[src/rtl/hazard_stall_ctrl_if.sv]
// Pipeline-side hazard signals seen by hazard_stall_ctrl; HAZARD_PERF_CNT_EN adds stall_cycles.
// Zero-latency bundle; no backpressure of its own, stalls are the flow control.
interface hazard_stall_ctrl_if #(
  parameter int PERF_W = 32
);
  logic [4:0] rs1D;
  logic [4:0] rs2D;
  logic       uses_rs1D;
  logic       uses_rs2D;
  logic [4:0] rdE;
  logic       writesregE;
  logic       memtoregE;
  logic       pc_srcE;
  logic       memreqM;
  logic       memackM;
  logic       stallF;
  logic       stallD;
  logic       stallE;
  logic       stallM;
  logic       flushD;
  logic       flushE;
  logic       flushW;
  logic       err_timeout;
`ifdef HAZARD_PERF_CNT_EN
  logic [PERF_W-1:0] stall_cycles;
`endif

  // Pipeline side: supplies hazard sources, consumes enables/clears.
  modport master (
    output rs1D, rs2D, uses_rs1D, uses_rs2D, rdE, writesregE, memtoregE,
    output pc_srcE, memreqM, memackM,
    input  stallF, stallD, stallE, stallM, flushD, flushE, flushW, err_timeout
`ifdef HAZARD_PERF_CNT_EN
    , input stall_cycles
`endif
  );

  modport slave (
    input  rs1D, rs2D, uses_rs1D, uses_rs2D, rdE, writesregE, memtoregE,
    input  pc_srcE, memreqM, memackM,
    output stallF, stallD, stallE, stallM, flushD, flushE, flushW, err_timeout
`ifdef HAZARD_PERF_CNT_EN
    , output stall_cycles
`endif
  );
endinterface

[src/rtl/hazard_stall_ctrl.sv]
// Load-use / branch / multi-cycle-memory stall+flush controller with memory-wait watchdog (HAZARD_PERF_CNT_EN: stall counter).
// Stall/flush outputs are combinational (0 cycles); memory wait freezes F..M until memackM.
module hazard_stall_ctrl #(
  parameter int TIMEOUT = 255,
  parameter int CNT_W   = 8
`ifdef HAZARD_PERF_CNT_EN
  , parameter int PERF_W = 32
`endif
) (
  input  logic              clk,
  input  logic              rst_n,
  hazard_stall_ctrl_if.slave hz
);

  typedef enum logic {RUN, MEM_WAIT} state_t;

  localparam logic [CNT_W-1:0] TIMEOUT_C = CNT_W'(TIMEOUT);

  state_t           state_q, state_d;
  logic [CNT_W-1:0] cnt_q, cnt_d;
  logic             err_q, err_d;

  logic lwstall;
  logic memstall;
  logic stall_f, stall_d, stall_e, stall_m;
  logic flush_d, flush_e, flush_w;

  // Register 0 is hardwired zero, so a "write" to it never creates a dependency.
  assign lwstall = hz.memtoregE && hz.writesregE && (hz.rdE != 5'd0) &&
                   ((hz.uses_rs1D && (hz.rs1D == hz.rdE)) ||
                    (hz.uses_rs2D && (hz.rs2D == hz.rdE)));

  assign memstall = ((state_q == MEM_WAIT) || hz.memreqM) && !hz.memackM;

  always_comb begin
    state_d = state_q;
    cnt_d   = cnt_q;
    err_d   = err_q;
    unique case (state_q)
      RUN: begin
        if (hz.memreqM && !hz.memackM) begin
          state_d = MEM_WAIT;
          cnt_d   = CNT_W'(1);
        end
      end
      MEM_WAIT: begin
        if (hz.memackM) begin
          state_d = RUN;
          cnt_d   = '0;
        end else begin
          if (cnt_q != '1) cnt_d = cnt_q + CNT_W'(1);
          if (cnt_q == TIMEOUT_C) err_d = 1'b1;
        end
      end
      default: state_d = RUN;
    endcase
  end

  // Memory freeze masks branch and load-use; both are re-evaluated once the freeze lifts.
  always_comb begin
    stall_f = 1'b0;
    stall_d = 1'b0;
    stall_e = 1'b0;
    stall_m = 1'b0;
    flush_d = 1'b0;
    flush_e = 1'b0;
    flush_w = 1'b0;
    if (!rst_n) begin
      stall_f = 1'b0;
    end else if (memstall) begin
      stall_f = 1'b1;
      stall_d = 1'b1;
      stall_e = 1'b1;
      stall_m = 1'b1;
      flush_w = 1'b1;
    end else if (hz.pc_srcE) begin
      flush_d = 1'b1;
      flush_e = 1'b1;
    end else if (lwstall) begin
      stall_f = 1'b1;
      stall_d = 1'b1;
      flush_e = 1'b1;
    end
  end

  always_ff @(posedge clk or negedge rst_n) begin
    if (!rst_n) begin
      state_q <= RUN;
      cnt_q   <= '0;
      err_q   <= 1'b0;
    end else begin
      state_q <= state_d;
      cnt_q   <= cnt_d;
      err_q   <= err_d;
    end
  end

`ifdef HAZARD_PERF_CNT_EN
  logic [PERF_W-1:0] perf_q, perf_d;

  assign perf_d = stall_f ? perf_q + PERF_W'(1) : perf_q;

  always_ff @(posedge clk or negedge rst_n) begin
    if (!rst_n) perf_q <= '0;
    else        perf_q <= perf_d;
  end

  assign hz.stall_cycles = perf_q;
`endif

  assign hz.stallF      = stall_f;
  assign hz.stallD      = stall_d;
  assign hz.stallE      = stall_e;
  assign hz.stallM      = stall_m;
  assign hz.flushD      = flush_d;
  assign hz.flushE      = flush_e;
  assign hz.flushW      = flush_w;
  assign hz.err_timeout = err_q;

endmodule

[src/flat_wrapper.sv]
// flat-port wrapper written by rule: the top's interface ports become plain ports
module hazard_stall_ctrl_flat 
#(
  parameter int TIMEOUT = 255,
  parameter int CNT_W   = 8

)
  (clk, rst_n, hz_rs1D, hz_rs2D, hz_uses_rs1D, hz_uses_rs2D, hz_rdE, hz_writesregE, hz_memtoregE, hz_pc_srcE, hz_memreqM, hz_memackM, hz_stallF, hz_stallD, hz_stallE, hz_stallM, hz_flushD, hz_flushE, hz_flushW, hz_err_timeout);
  hazard_stall_ctrl_if hz_i ();
  input  logic clk;
  input  logic rst_n;
  input wire logic [$bits(hz_i.rs1D)-1:0] hz_rs1D;
  input wire logic [$bits(hz_i.rs2D)-1:0] hz_rs2D;
  input wire logic [$bits(hz_i.uses_rs1D)-1:0] hz_uses_rs1D;
  input wire logic [$bits(hz_i.uses_rs2D)-1:0] hz_uses_rs2D;
  input wire logic [$bits(hz_i.rdE)-1:0] hz_rdE;
  input wire logic [$bits(hz_i.writesregE)-1:0] hz_writesregE;
  input wire logic [$bits(hz_i.memtoregE)-1:0] hz_memtoregE;
  input wire logic [$bits(hz_i.pc_srcE)-1:0] hz_pc_srcE;
  input wire logic [$bits(hz_i.memreqM)-1:0] hz_memreqM;
  input wire logic [$bits(hz_i.memackM)-1:0] hz_memackM;
  output wire logic [$bits(hz_i.stallF)-1:0] hz_stallF;
  output wire logic [$bits(hz_i.stallD)-1:0] hz_stallD;
  output wire logic [$bits(hz_i.stallE)-1:0] hz_stallE;
  output wire logic [$bits(hz_i.stallM)-1:0] hz_stallM;
  output wire logic [$bits(hz_i.flushD)-1:0] hz_flushD;
  output wire logic [$bits(hz_i.flushE)-1:0] hz_flushE;
  output wire logic [$bits(hz_i.flushW)-1:0] hz_flushW;
  output wire logic [$bits(hz_i.err_timeout)-1:0] hz_err_timeout;
  assign hz_i.rs1D = hz_rs1D;
  assign hz_i.rs2D = hz_rs2D;
  assign hz_i.uses_rs1D = hz_uses_rs1D;
  assign hz_i.uses_rs2D = hz_uses_rs2D;
  assign hz_i.rdE = hz_rdE;
  assign hz_i.writesregE = hz_writesregE;
  assign hz_i.memtoregE = hz_memtoregE;
  assign hz_i.pc_srcE = hz_pc_srcE;
  assign hz_i.memreqM = hz_memreqM;
  assign hz_i.memackM = hz_memackM;
  assign hz_stallF = hz_i.stallF;
  assign hz_stallD = hz_i.stallD;
  assign hz_stallE = hz_i.stallE;
  assign hz_stallM = hz_i.stallM;
  assign hz_flushD = hz_i.flushD;
  assign hz_flushE = hz_i.flushE;
  assign hz_flushW = hz_i.flushW;
  assign hz_err_timeout = hz_i.err_timeout;
  hazard_stall_ctrl #(.TIMEOUT(TIMEOUT), .CNT_W(CNT_W)) u_core (.clk(clk), .rst_n(rst_n), .hz(hz_i));
endmodule
[config.mk]
export PLATFORM = sky130hd
export DESIGN_NAME = hazard_stall_ctrl_flat
export DESIGN_NICKNAME = d
export VERILOG_FILES = /design/src/rtl/hazard_stall_ctrl_if.sv /design/src/rtl/hazard_stall_ctrl.sv /design/src/flat_wrapper.sv
export SDC_FILE = /design/constraint.sdc
export NUM_CORES = 1
export LEC_CHECK = 0
export ABC_AREA = 1
export ABC_CLOCK_PERIOD_IN_PS = 1540
export BUFFER_PORTS_ARGS = -buffer_cell sky130_fd_sc_hd__buf_2
export CAP_MARGIN = 20
export CELL_PAD_IN_SITES_DETAIL_PLACEMENT = 1
export CELL_PAD_IN_SITES_GLOBAL_PLACEMENT = 2
export CORE_MARGIN = 5
export CORE_UTILIZATION = 24
export DETAILED_ROUTE_END_ITERATION = 16
export PLACE_DENSITY = 0.84
export REMOVE_ABC_BUFFERS = 1
export SLEW_MARGIN = 20
export SYNTH_ARGS = -nofsm -noshare
export SYNTH_HDL_FRONTEND = slang
export SYNTH_SLANG_ARGS = --single-unit
[constraint.sdc]
create_clock -name clk -period 1.54 [get_ports clk]
set_input_delay 0.308 -clock clk [delete_from_list [all_inputs] [get_ports clk]]
set_output_delay 0.308 -clock clk [all_outputs]
set_load 0.05 [all_outputs]
# Word-level counts from Yosys, hierarchy flattened
# Cells that the tools add are included.
[op_classes] mux=19 eq_ne=6 n_bitwise=2 add_sub_neg=1 reduce_logical=13
[ops] operator="two-way mux 8 bit" count=3
[ops] operator="case mux 8 bit (2 select lines)" count=1
[ops] operator="two-way mux 1 bit" count=14
[ops] operator="equality test 5 bit" count=2
[ops] operator="adder 8 x 1 -> 8 bit (second input constant)" count=1
[ops] operator="equality test 8 bit (second input constant)" count=1
[ops] operator="inequality test 8 bit (second input constant)" count=1
[ops] operator="logical AND 1 bit" count=7
[ops] operator="nonzero test 5 bit" count=1
[ops] operator="inequality test 3 bit (second input constant)" count=1
[ops] operator="AND reduction 3 bit" count=1
[ops] operator="logical OR 1 bit" count=2
[ops] operator="inequality test 2 x 1 -> 1 bit (second input constant)" count=1
[ops] operator="inverter 1 bit" count=2
[ops] operator="case mux 1 bit (2 select lines)" count=1
[ops] operator="AND reduction 2 bit" count=1
[ops] operator="logical NOT 1 bit" count=1
[word_totals] ff_bits=10 wordCells=44

# Depth between registers and ports, before layout
[depth] word_depth=8 mapped_depth=9

# Least setup slack after synthesis
# Ideal clock, no wire load.
[synth_timing] path_kind="register -> output" from="register u_core.state_q" to="output port hz_stallF" setup_slack_ps=-1021 path_stages_with_launch=7 t_arrival_ps=2253 path_cell_list="dfrtp_1 -> nand2_1 -> nand2_1 -> inv_1 -> nor2_1 -> o21bai_1 -> buf_4"
[synth_via] elab_chain_len=4
[synth_rtl] item="start, declared" line="hazard_stall_ctrl.sv:19" text="state_t state_q, state_d;"
[synth_rtl] item="start signal, assigned" line="hazard_stall_ctrl.sv:92" text="state_q <= state_d;"
[synth_rtl] item="logical OR 1 bit" line="hazard_stall_ctrl.sv:33" text="assign memstall = ((state_q == MEM_WAIT) || hz.memreqM) && !hz.memackM;"
[synth_rtl] item="logical AND 1 bit" line="hazard_stall_ctrl.sv:33"
[synth_rtl] item="two-way mux 1 bit (2 in a row)"
[synth_rtl] item="end, declared" line="flat_wrapper.sv:22" text="output wire logic [$bits(hz_i.stallF)-1:0] hz_stallF;"
# Every way passes these cells.

# Worst setup path in the final report
[layout_timing] from="register u_core.state_q" to="output port hz_stallF"
[layout_via] elab_chain_len=4
[layout_rtl] item="logical OR 1 bit" line="hazard_stall_ctrl.sv:33"
[layout_rtl] item="logical AND 1 bit" line="hazard_stall_ctrl.sv:33"
[layout_rtl] item="two-way mux 1 bit" line="hazard_stall_ctrl.sv:70" text="end else if (memstall) begin"
[layout_rtl] item="two-way mux 1 bit" line="hazard_stall_ctrl.sv:68" text="if (!rst_n) begin"
# Every way passes these cells.

==> metrics.yaml <==
clock_tree:
  cts_tree: "built"
  cts_root_buf: "clkbuf_4"
  cts-htree-levels: 1
  cts_made_buffers: 3
  hold_buffers: 0
  clk_transition_reported_paths_ns: 0.07
  numClockSinks: 10
  clkLatencyLatePin_ns: 0.27
  clock_path_buffers: 2
sta:
  fin_ws_ns: -0.0321
  clock.fmax_mhz: 636
  drv_slew: 0
  setup_viol: 4
  fin_crit_sh_pct: 102
  rsz0062_at_grt: "yes"
  fin_skew_ns: 0.00654
  finalCriticalPeriod_ns: 1.57
  finalHoldViolCount: 0
  tightest_slew_ns: 0.250
  max_slew_margin_pct: 83.4
  setup_tns_ns: -0.108
  whs_ns: 0.0125
critical_path:
  cpMaxStageDelayCell: "dfrtp_1"
  cp-start-kind: "register"
  arrival_ns: 1.26
  path_max_fanout: 2
  r2r_slack_ns: 0.05
  critPathTopFamily: "flip-flops"
  path_depth: 6
  required_ns: 1.23
  critPathBufInv: 2
  path_class: "register to primary output"
  r2r_start: "u_core.cnt_q[0]$_DFFE_PN0P_"
  endpoint_kind: "primary output"
  reg2reg_depth: 8
  crit_path_cell_trace: "nand2_2 -> nand2_2 -> inv_2 -> nor2_4 -> o21bai_4 -> buf_6"
  r2r-end: "u_core.cnt_q[3]$_DFFE_PN0P_"
  crit_top_cell: "nand2_2"
  critPathMaxStageDelay_ns: 0.37
final_layout:
  utilization_pct: 39.8
  nets: 217
  layout_common_cells: "nand2_1, inv_1, buf_2"
  drive_gt1_share_pct: 42.6
  layout_commonest_cell: "nand2_1"
  fin_area_um2: 1360
  area_delta_synth_final_pct: 56.9
  diodes: 0
detailed_routing:
  drt_wl_total_um: 2970
  wl_met1_um: 1190
  dr.pass1.iters: 4
  drcViolationCount: 0
  first_iter_violations: 28
  antenna_left: 0
  wl_met3_um: 110
  wire_per_inst_um: 12.6
  dr_wl_met2_um: 1660
  highest_layer: "met4"
  viasPerCell: 4.42
  num_vias: 1042
grt:
  grt_pass1_wl_um: 4760
  grt_pass1_vias: 1112
  grt_usage_pct: 11.6
  grt_max_degree: 11
  gr-total-overflow: 0
  antenna_found_initial: 0
place:
  port_buffers: 31
  dpl-instance-area_um2: 1120
  globalplace.congestion: 0.766
  hpwl_um: 2260
yosys:
  seq_area_frac_synth_pct: 28.9
  yosysTopAreaCell: "dfrtp_1"
  synth.avg_cell_area_um2: 6.05
  yosys_register_bits: 10
  yosysTopAreaCellShare_pct: 28.9
  synth_area_um2: 866
  synth_warnings: 0
  synth_area_leaders: "dfrtp_1, nand2_1, inv_1, nor2_1, nand4_1"
  syn_inst: 143
  netlist-cell-type-count: 21
power_and_ir_drop:
  p_leak_nw: 0.778
  vdd_ir_drop_max_uv: 315
  p_total_mw: 0.779
  power_density_nw_per_um2: 573
min_path:
  hold_path.class: "input port to asynchronous set/reset pin"
run_status:
  status: "complete, but fails checks"
  failed_checks: "setup timing"
floorplanning:
  start_util_pct: 25.3
  core_um2: 3420
  fp.dieW_um: 70.1
  pin_count: 32
  die_area_um2: 4910
  row_count: 21
  die_height_um: 70.1
run:
  maxCapViolCount: 0
-- cell families (layout without fill, tap and decap cells) --
family / Yosys count / in the layout / share of synthesized area (%)
AOI/OAI and AO/OA: 12 / 12 / 8.96
xor gates and xnor gates: 1 / 1 / 1.01
adders and majority gates: 1 / 1 / 1.44
buffers and inverters: 35 / 81 / 16.8
DFF: 10 / 10 / 28.9
and+or+nand+nor: 84 / 85 / 42.9
-- registers in the layout, summed over array words and instances (netlist names) --
| signal | count |
|---|---|
| u_core.cnt_q | 8 |
| u_core.hz.err_timeout | 1 |
| u_core.state_q | 1 |
-- report_power, final --
| group | internal, mW | switching, mW | total [mW] |
|---|---|---|---|
| Sequential | 0.275 | 0.0132 | 0.288 |
| Clock | 0.0903 | 0.0898 | 0.180 |
| Combinational | 0.139 | 0.172 | 0.311 |
-- cell type report --
class | instances | area, µm²
tap | 46 | 57.6
timing repair buffer | 46 | 377
fill | 461 | 2060
clock buffer | 3 | 22.5
sequential | 10 | 250
multi-input combinational | 99 | 527
inverter | 32 | 125
-- synth_stat cells --
cell and instances:
nand2_2 2, ha_1 1, nor3_1 1, inv_2 1, a21oi_2 1, inv_4 1, nor3b_4 1, nand2_4 1
nand3_1 7, nor2_1 15, inv_1 30, nand4_1 6, o21ai_2 3, a21oi_1 2, buf_4 3, nor3b_1 1
o21ai_0 5, o21bai_1 1, nand2_1 50, dfrtp_1 10, xor2_1 1
-- metrics by stage --
step | worst slack, ns | cells
final | -0.0321 | 236
after global routing | -0.126 | 236
after CTS | -0.0222 | 231
after detailed placement | -0.157 | 226
after global placement | -0.0902 | 226
after floorplan | -2.26 | 140
-- timing repair --
action	CTS	global route
pin swaps	16	4
resized for setup	40	11
setup endpoints to repair	7	9
buffers inserted	2	4
gates cloned	0	1
-- routing by layer --
metal / vias to the layer above / GRT usage [%]
met5: - / 0
met4: 0 / 2.55
met3: 2 / 2.73
met2: 23 / 21.5
met1: 489 / 13.3
li1: 528 / -
-- worst reg2reg max path, stage by stage, from the launching register on --
cell     delay (ns)
dfrtp_1        0.40
ha_1           0.18
nand2_1        0.11
nor3b_4        0.22
nand2_2        0.12
nand2_4        0.11
inv_4          0.06
nand3_1        0.10
o21ai_2        0.07
-- how the worst max path moves through the flow --
stage / start / endpoint / slack (ns)
final: u_core.state_q$_DFF_PN0_ / hz_stallF / -0.03
after global routing: u_core.state_q$_DFF_PN0_ / hz_flushD / -0.13
after CTS: hz_rdE[2] / hz_stallF / -0.02
after detailed placement: hz_rdE[3] / hz_stallF / -0.16
after global placement: hz_rdE[2] / hz_stallD / -0.09
after floorplan: u_core.state_q$_DFF_PN0_ / hz_stallD / -2.26
Power figures use the tool's default switching activity.
